File: config.mk
export PLATFORM = sky130hd
export DESIGN_NAME = bf_weight_ctrl
export DESIGN_NICKNAME = d
export VERILOG_FILES = /design/src/rtl/bf_pkg.sv /design/src/rtl/bf_sample_div.sv /design/src/rtl/bf_weight_ctrl.sv
export SDC_FILE = /design/constraint.sdc
export NUM_CORES = 1
export LEC_CHECK = 0
export BUFFER_PORTS_ARGS = -buffer_cell sky130_fd_sc_hd__buf_2
export CORE_ASPECT_RATIO = 1.4
export CORE_MARGIN = 2
export CORE_UTILIZATION = 52
export CTS_BUF_LIST = sky130_fd_sc_hd__clkbuf_16
export CTS_CLUSTER_SIZE = 10
export DETAILED_ROUTE_END_ITERATION = 10
export GPL_TIMING_DRIVEN = 0
export HOLD_SLACK_MARGIN = 0.02
export PLACE_DENSITY = 0.76
export SKIP_CTS_REPAIR_TIMING = 1
export SLEW_MARGIN = 20
export SYNTH_ARGS = -nofsm -noshare
export SYNTH_HDL_FRONTEND = slang
export SYNTH_SLANG_ARGS = --single-unit
File: constraint.sdc
create_clock -name clock -period 1.71 [get_ports clock]
set_input_delay 0.171 -clock clock [delete_from_list [all_inputs] [get_ports clock]]
set_output_delay 0.171 -clock clock [all_outputs]
set_load 0.1 [all_outputs]
File: src/rtl/bf_pkg.sv
// Shared types and constants for the beam-weight controller: weight format,
// FSM states, cfg_addr field layout and boresight reset weights.
package bf_pkg;

  localparam int W_BITS      = 5;
  localparam int N_ANT       = 8;
  localparam int ANT_BITS    = 3;
  localparam int ADDR_W      = 5;
  localparam int ADDR_STREAM = 4;
  localparam int ADDR_SIN    = 3;

  typedef logic signed [W_BITS-1:0] weight_t;

  typedef enum logic [1:0] {
    ST_IDLE    = 2'd0,
    ST_PENDING = 2'd1,
    ST_DONE    = 2'd2
  } bf_state_e;

  localparam weight_t COS_DEFAULT = 5'sd15;
  localparam weight_t SIN_DEFAULT = 5'sd0;

  function automatic weight_t default_weight(input logic is_sin);
    return is_sin ? SIN_DEFAULT : COS_DEFAULT;
  endfunction

endpackage

File: src/rtl/bf_sample_div.sv
// Free-running fast-clock divider producing the one-cycle input-sample strobe
// (stands in for ds_clock). Tick is decoded combinationally from the count.
module bf_sample_div #(
  parameter int SAMPLE_DIV = 25
) (
  input  logic clock,
  input  logic reset_n,
  output logic sample_tick
);

  localparam logic [7:0] LAST = 8'(SAMPLE_DIV - 1);

  logic [7:0] cnt;

  always_ff @(posedge clock or negedge reset_n) begin
    if (!reset_n) begin
      cnt <= '0;
    end else if (cnt == LAST) begin
      cnt <= '0;
    end else begin
      cnt <= cnt + 8'd1;
    end
  end

  assign sample_tick = (cnt == LAST);

endmodule

File: src/rtl/bf_weight_ctrl.sv
// Beam-weight controller: writes land in a shadow bank; a commit copies the whole
// bank into the active weights on a sample-strobe edge so no sample sees a mixed beam.
module bf_weight_ctrl
  import bf_pkg::*;
#(
  parameter int SAMPLE_DIV = 25
) (
  input  logic                      clock,
  input  logic                      reset_n,
  input  logic                      cfg_valid,
  output logic                      cfg_ready,
  input  logic [ADDR_W-1:0]         cfg_addr,
  input  logic [W_BITS-1:0]         cfg_data,
  input  logic                      cfg_commit,
  output logic                      commit_done,
  output logic                      sample_tick,
  output logic [N_ANT*W_BITS-1:0]   w_cos_1,
  output logic [N_ANT*W_BITS-1:0]   w_sin_1,
  output logic [N_ANT*W_BITS-1:0]   w_cos_2,
  output logic [N_ANT*W_BITS-1:0]   w_sin_2,
  output bf_state_e                 dbg_state
);

  // Handshake: a write (cfg_valid) or commit (cfg_commit) is taken on the rising
  // edge that ends a cycle with cfg_ready=1; the requester holds its request
  // until then. cfg_ready never depends combinationally on the requests.

  bf_state_e state, state_nxt;
  logic      live;
  logic      wr_en;
  logic      swap_en;

  weight_t shadow [2][2][N_ANT];
  weight_t active [2][2][N_ANT];

  bf_sample_div #(
    .SAMPLE_DIV (SAMPLE_DIV)
  ) u_div (
    .clock       (clock),
    .reset_n     (reset_n),
    .sample_tick (sample_tick)
  );

  // Holds cfg_ready low until the first edge after reset release.
  always_ff @(posedge clock or negedge reset_n) begin
    if (!reset_n) begin
      live <= 1'b0;
    end else begin
      live <= 1'b1;
    end
  end

  always_ff @(posedge clock or negedge reset_n) begin
    if (!reset_n) begin
      state <= ST_IDLE;
    end else begin
      state <= state_nxt;
    end
  end

  always_comb begin
    state_nxt = state;
    case (state)
      ST_IDLE:    if (live && cfg_commit) state_nxt = ST_PENDING;
      ST_PENDING: if (sample_tick)        state_nxt = ST_DONE;
      ST_DONE:                            state_nxt = ST_IDLE;
      default:                            state_nxt = ST_IDLE;
    endcase
  end

  always_comb begin
    cfg_ready   = 1'b0;
    commit_done = 1'b0;
    swap_en     = 1'b0;
    case (state)
      ST_IDLE:    cfg_ready   = live;
      ST_PENDING: swap_en     = sample_tick;
      ST_DONE:    commit_done = 1'b1;
      default:    cfg_ready   = 1'b0;
    endcase
  end

  assign wr_en     = cfg_valid && cfg_ready;
  assign dbg_state = state;

  always_ff @(posedge clock or negedge reset_n) begin
    if (!reset_n) begin
      for (int s = 0; s < 2; s++) begin
        for (int c = 0; c < 2; c++) begin
          for (int a = 0; a < N_ANT; a++) begin
            shadow[s][c][a] <= default_weight(c[0]);
          end
        end
      end
    end else if (wr_en) begin
      shadow[cfg_addr[ADDR_STREAM]][cfg_addr[ADDR_SIN]][cfg_addr[ANT_BITS-1:0]] <= cfg_data;
    end
  end

  // Whole bank moves in one edge; writes are blocked while PENDING so the copy is stable.
  always_ff @(posedge clock or negedge reset_n) begin
    if (!reset_n) begin
      for (int s = 0; s < 2; s++) begin
        for (int c = 0; c < 2; c++) begin
          for (int a = 0; a < N_ANT; a++) begin
            active[s][c][a] <= default_weight(c[0]);
          end
        end
      end
    end else if (swap_en) begin
      active <= shadow;
    end
  end

  always_comb begin
    w_cos_1 = '0;
    w_sin_1 = '0;
    w_cos_2 = '0;
    w_sin_2 = '0;
    for (int a = 0; a < N_ANT; a++) begin
      w_cos_1[a*W_BITS +: W_BITS] = active[0][0][a];
      w_sin_1[a*W_BITS +: W_BITS] = active[0][1][a];
      w_cos_2[a*W_BITS +: W_BITS] = active[1][0][a];
      w_sin_2[a*W_BITS +: W_BITS] = active[1][1][a];
    end
  end

endmodule
# Yosys cells after proc, flatten, opt, wreduce, memory -nomap -nowiden
# Index checks and enable logic that the tools add are counted.
# op_classes
n_addsub	1
n_mul	0
n_div	0
order_cmp	6
n_eq_ne	5
n_shift	0
mux	14
bitwise_logic	3
reduce_logical	7
# ops
operator	n
bitwise mux 160 bit	1
demux 80 bit (select 1 bit)	1
two-way mux 80 bit	1
demux 40 bit (select 1 bit)	1
two-way mux 40 bit	1
demux 5 bit (select 3 bit)	1
adder 8 x 1 -> 8 bit (second input constant)	1
== test 8 x 5 -> 1 bit (second input constant)	1
two-way mux 8 bit	1
logical AND 1 bit	5
two-way mux 5 bit	1
greater-or-equal comparator 2 bit (second input constant)	2
greater-or-equal comparator 4 bit (second input constant)	1
< comparator 2 x 1 -> 1 bit (second input constant)	2
< comparator 4 x 1 -> 1 bit (second input constant)	1
two-way mux 2 bit	2
inequality test 2 bit (second input constant)	2
NOT 1 -> 2 bit	2
NOT 3 -> 4 bit	1
one-hot mux 2 bit (2 select lines)	1
two-way mux 1 bit	3
== test 2 x 1 -> 1 bit (second input constant)	1
== test 2 bit (second input constant)	1
zero test 2 bit	1
AND reduction 2 bit	1
# word_totals
ff_bits	331
latch_bits	0
ram_bits	0
romBits	0
inputBits	14
out_inout_bits	165
elab_cells	103
mem_count	0

# Logic depth before layout (Yosys ltp)
# logic_depth
ltp_word	10
depth_mapped	7
depth_no_buf	6

# Cells and area by module
# Synthesis repeated with hierarchy kept, for this count alone.
# unflattened
hier_cells	1121
area_unflattened_um2	13312.8
# by_module_without_submodules
module	instances	cells_per_inst	area_per_inst_um2	seq_area_each_um2
bf_weight_ctrl	1	1085	12922.4	8242.9
bf_sample_div	1	36	390.4	200.2

# Least setup slack after synthesis
# Ideal clock, no wire load.
# synth_timing
path_kind	reg2reg
from	register state[1], in the netlist dbg_state[1]
to	register state[0], in the netlist dbg_state[0]
setup_ns	0.096
arrival_time_ns	3.415
required_ns	1.614
path_slack_ns	-1.801
stages_incl_launch_ff	4
n_path_buf	0
synth_period_minus_slack_ns	3.511
cell_sequence	dfrtp_1 nor3b_1 nand2_1 o21ai_0
# synth_between
elab_chain_len	3
word_cells_on_any_way	6
cone_classes	eq/ne (3); mux (1); reduce/logical (2)
# synth_rtl
item	line	text
start: declaration	bf_weight_ctrl.sv:28	bf_state_e state, state_nxt;
start signal: assignment	bf_weight_ctrl.sv:57	state <= state_nxt;
== test 2 x 1 -> 1 bit / zero test 2 bit (equally long branches)	bf_weight_ctrl.sv:63	case (state)
inequality test 2 bit (no source line)	-	
AND reduction 2 bit (no source line)	-	
# Several ways; a longest one is shown, not always the timed one.
# A chain may end at the register's enable or synchronous reset.

# Worst setup path in the final report
# layout_timing
from	register u_div.cnt[0]
to	output port sample_tick
# layout_between
elab_chain_len	1
# layout_rtl
item	line	text
start: declaration	bf_sample_div.sv:13	logic [7:0] cnt;
start signal: assignment	bf_sample_div.sv:21	cnt <= cnt + 8'd1;
== test 8 x 5 -> 1 bit	bf_sample_div.sv:25	assign sample_tick = (cnt == LAST);
end: declaration	bf_weight_ctrl.sv:16	output logic sample_tick,
# Every way passes these cells.

==> flow_summary_export.csv <==
group,metric,value,unit
outcome,status,"finished with violations",
outcome,failed_checks,"negative hold slack, negative setup slack",
yosys,syn_inst,781,
critical_path,crit_path_max_fanout,4,
pwr,p_int,12.8,mW
yosys,synthSimpleGateAreaFrac,5.74,%
sta,relSlewSlack,53.1,%
placed_design,gp_congestion,0.747,
yosys,synthAdderAreaFrac,0.190,%
die,design.core.area,24800,sq um
finish,nFillCells,1780,
yosys,syn-num-nets,797,
global_routing,grt.total_usage,20.8,%
route,avgRoutedWirePerCell,20.1,microns
critical_path,worstSetupPathType,"flop to primary output",
sta,setup_violations,299,
yosys,synth_mux_area_share,27.4,%
global_routing,first_global_vias,7740,
die,initial_core_util,53.1,%
pwr,pwr-share-seq,48.9,%
yosys,async_flop_share,100,%
finish,drive_above_1_share,71.5,%
critical_path,slowest_stage,"dfrtp_1",
die,die_area,26600,sq um
critical_path,crit_required,1540,ps
route,drt_iter0_markers,244,
finish,diodes,0,
yosys,synthFlopType,"dfrtp_1",
global_routing,grt_max_degree,106,
route,first_pass_iters,4,
sta,period_share,113,%
sta,timing.hold.ws,-394,ps
clocking,cts.sinks,331,
critical_path,max_stage_delay,400,ps
global_routing,grt_pass1_wl,43.2,mm
yosys,synthXorXnorAreaFrac,0.400,%
sta,layout_min_cycle_time,1940,ps
route,post_drt_via_cell_ratio,5.31,
route,drt_wl_total,27.4,mm
yosys,avgSynthCellArea,16.8,sq um
pwr,clockPowerShare,43.0,%
sta,setup-tns-final,-27560,ps
clocking,clk_pin_slew,50,ps
global_routing,gr-total-overflow,0,
die,fp-row-count,68,
finish,final_nets,1031,
clocking,cts.htree.levels,2,
flow_run,drv_cap,0,
pwr,p_leak,8.20,nW
sta,finalHoldViolCount,64,
sta,fin_worst_skew,9.49,ps
yosys,synth_edf_count,0,
global_routing,antenna_found_initial,2,
clocking,cts_buffers,39,
yosys,yosysSeqAreaShare,64.3,%
placed_design,place_ws,-355,ps
yosys,synth_seq_cells,331,
sta,fmax,516,MHz
critical_path,critical_path.startpoint_type,"flop",
route,drc,0,
sta,drv_slew,0,
clocking,cts_tree,"done",
yosys,netlist-cell-type-count,39,
yosys,syn_area,13100,sq um
pwr,combPwrFrac,8.1,%
yosys,synth_compound_area_share,0.0381,%
die,top_level_ports,179,
placed_design,portBuffers,178,
die,die_w,138,microns
sta,layout_setup_ws,-228,ps
clocking,clockBufferDepth,3,
clocking,clk_latency,510,ps
critical_path,crit_chain,"inv_1 -> ha_1 -> and4b_1 -> and2_1 -> buf_6 -> buf_12",
pwr,power_density,1030,nW/um^2
clocking,cts.root.buffer_cell,"clkbuf_16",
yosys,yosysWarningCount,0,
die,die_y,192,microns
placed_design,place_hpwl,18.8,mm
finish,area_delta_synth_final,22.8,%
sta,worst_pin_slew,704,ps
critical_path,worstPathArrival,1770,ps
route,ant_nets,0,
min_path,hp-class,"input port to asynchronous set/reset pin",
critical_path,cp-end-kind,"primary output",
sta,rsz0062_at_grt,"true",
pwr,irDropWorstVdd,0.736,mV
route,vias,7232,
pwr,p_sw,3.87,mW
pwr,switching_share,23.2,%
yosys,synth_top_family_by_area,"multiplexers",
-- registers in the layout, summed over array words and instances, names as in the netlist --
name / count
w_sin_2: 40
w_cos_1: 40
w_cos_2: 40
u_div.cnt: 8
w_sin_1: 40
live: 1
shadow: 160
dbg_state: 2
-- power by group through the flow --
stage	clock [mW]	combinational [mW]	sequential, mW
finish	7.16	1.35	8.13
global route	7.67	1.45	8.14
CTS	7.36	1.32	8.12
detailed placement	0	1.32	8.25
global placement	0	1.27	8.24
floorplan	0	0.864	8.25
-- critical path: cells and delay by family (launching register included) --
| family | cells | cell delay, ps |
|---|---|---|
| flip-flops | 1 | 400 |
| adder cells (fa/ha/maj) | 1 | 130 |
| AND/OR/NAND/NOR | 2 | 380 |
| buffers and inverters | 3 | 340 |
-- per-stage QoR --
step                util (%)  instances  hold WS [ps]  cell area [sq um]  total power, mW
floorplan                  -        781          -125              13400             9.11
global placement        59.5       1274           384              14700             9.51
detailed placement      59.8       1277           150              14800             9.57
CTS                     64.3       1349          -389              15900             16.8
global route            65.2       1361          -372              16100             17.3
finish                  65.2       1361          -394              16100             16.6
-- worst paths after layout --
path                                        startpoint                        to  slack (ps)  depth (start not counted)
worst min-delay path                           reset_n    w_sin_2[2]$_DFFE_PN0P_        -390                          1
worst max-delay path            u_div.cnt[0]$_DFF_PN0_               sample_tick        -230                          6
worst min register to register  u_div.cnt[7]$_DFF_PN0_    u_div.cnt[7]$_DFF_PN0_         470                          1
max in group asynchronous                      reset_n  dbg_state[0]$_DFFE_PN0P_         750                          3
worst max register to register  u_div.cnt[0]$_DFF_PN0_   w_sin_1[21]$_DFFE_PN0P_        -170                          7
min in group clock                         cfg_addr[4]    shadow[24]$_DFFE_PN0P_         270                          4
-- Yosys cell counts, types with 2 or more instances --
cell / instances / area share (%)
and2_1: 3 / 0.14
and2b_1: 2 / 0.11
and4b_1: 3 / 0.23
buf_2: 20 / 0.76
buf_4: 4 / 0.23
buf_6: 4 / 0.34
clkbuf_1: 16 / 0.46
dfrtp_1: 203 / 39
dfstp_2: 128 / 26
ha_1: 2 / 0.19
inv_1: 4 / 0.11
mux2_1: 9 / 0.77
mux2_2: 311 / 27
nand2_1: 4 / 0.11
nand2b_1: 2 / 0.095
nand3_1: 7 / 0.27
nand3_2: 9 / 0.69
nand4_2: 4 / 0.38
nand4_4: 8 / 1.3
nor2_1: 6 / 0.17
nor2b_1: 4 / 0.19
nor3_1: 2 / 0.076
nor3b_1: 3 / 0.17
nor4_4: 4 / 0.65
xnor2_1: 2 / 0.13
xor2_1: 4 / 0.27
-- metal layers --
layer	share of wire (%)	track usage [%]	up-vias
li1	-	-	3251
met5	0.091	0	-
met4	2.1	6.32	4
met1	41	25.6	3773
met3	4.6	4.54	49
met2	52	36.9	155
-- kinds of logic after synthesis --
group / after synthesis
AOI/OAI and AO/OA: 1
xor gates and xnor gates: 6
adders and majority gates: 2
buffers and inverters: 48
DFF: 331
muxes: 320
other: 1
and+or+nand+nor: 72
-- cell type report --
cell class | instances | area, sq um | area share (%)
buffer | 44 | 360 | 2.23
timing repair buffer | 193 | 1130 | 7.03
clock buffer | 39 | 976 | 6.05
inverter | 4 | 15.0 | 0.0931
sequential | 331 | 8450 | 52.4
tap | 315 | 394 | 2.44
clock inverter | 33 | 144 | 0.892
multi-input combinational | 402 | 4660 | 28.9
-- layout by cell type, fill, tap and decap left out, types with 3 or more instances in the layout --
master and instances:
nor2b_1 3, mux2_4 24, nand4_2 4, mux2_2 294, buf_6 14, nor2_1 6
nand3_1 3, dfstp_2 128, nor4_4 4, nand2_1 4, dlygate4sd3_1 6, buf_2 178
inv_1 32, buf_12 6, nand4_4 8, buf_4 10, and2_1 3, inv_6 4
clkbuf_4 3, clkbuf_1 15, clkbuf_16 39, dfrtp_1 201, buf_16 3, and4b_1 3
nand3_4 12, xor2_1 4
(Power assumes the default switching activity.)
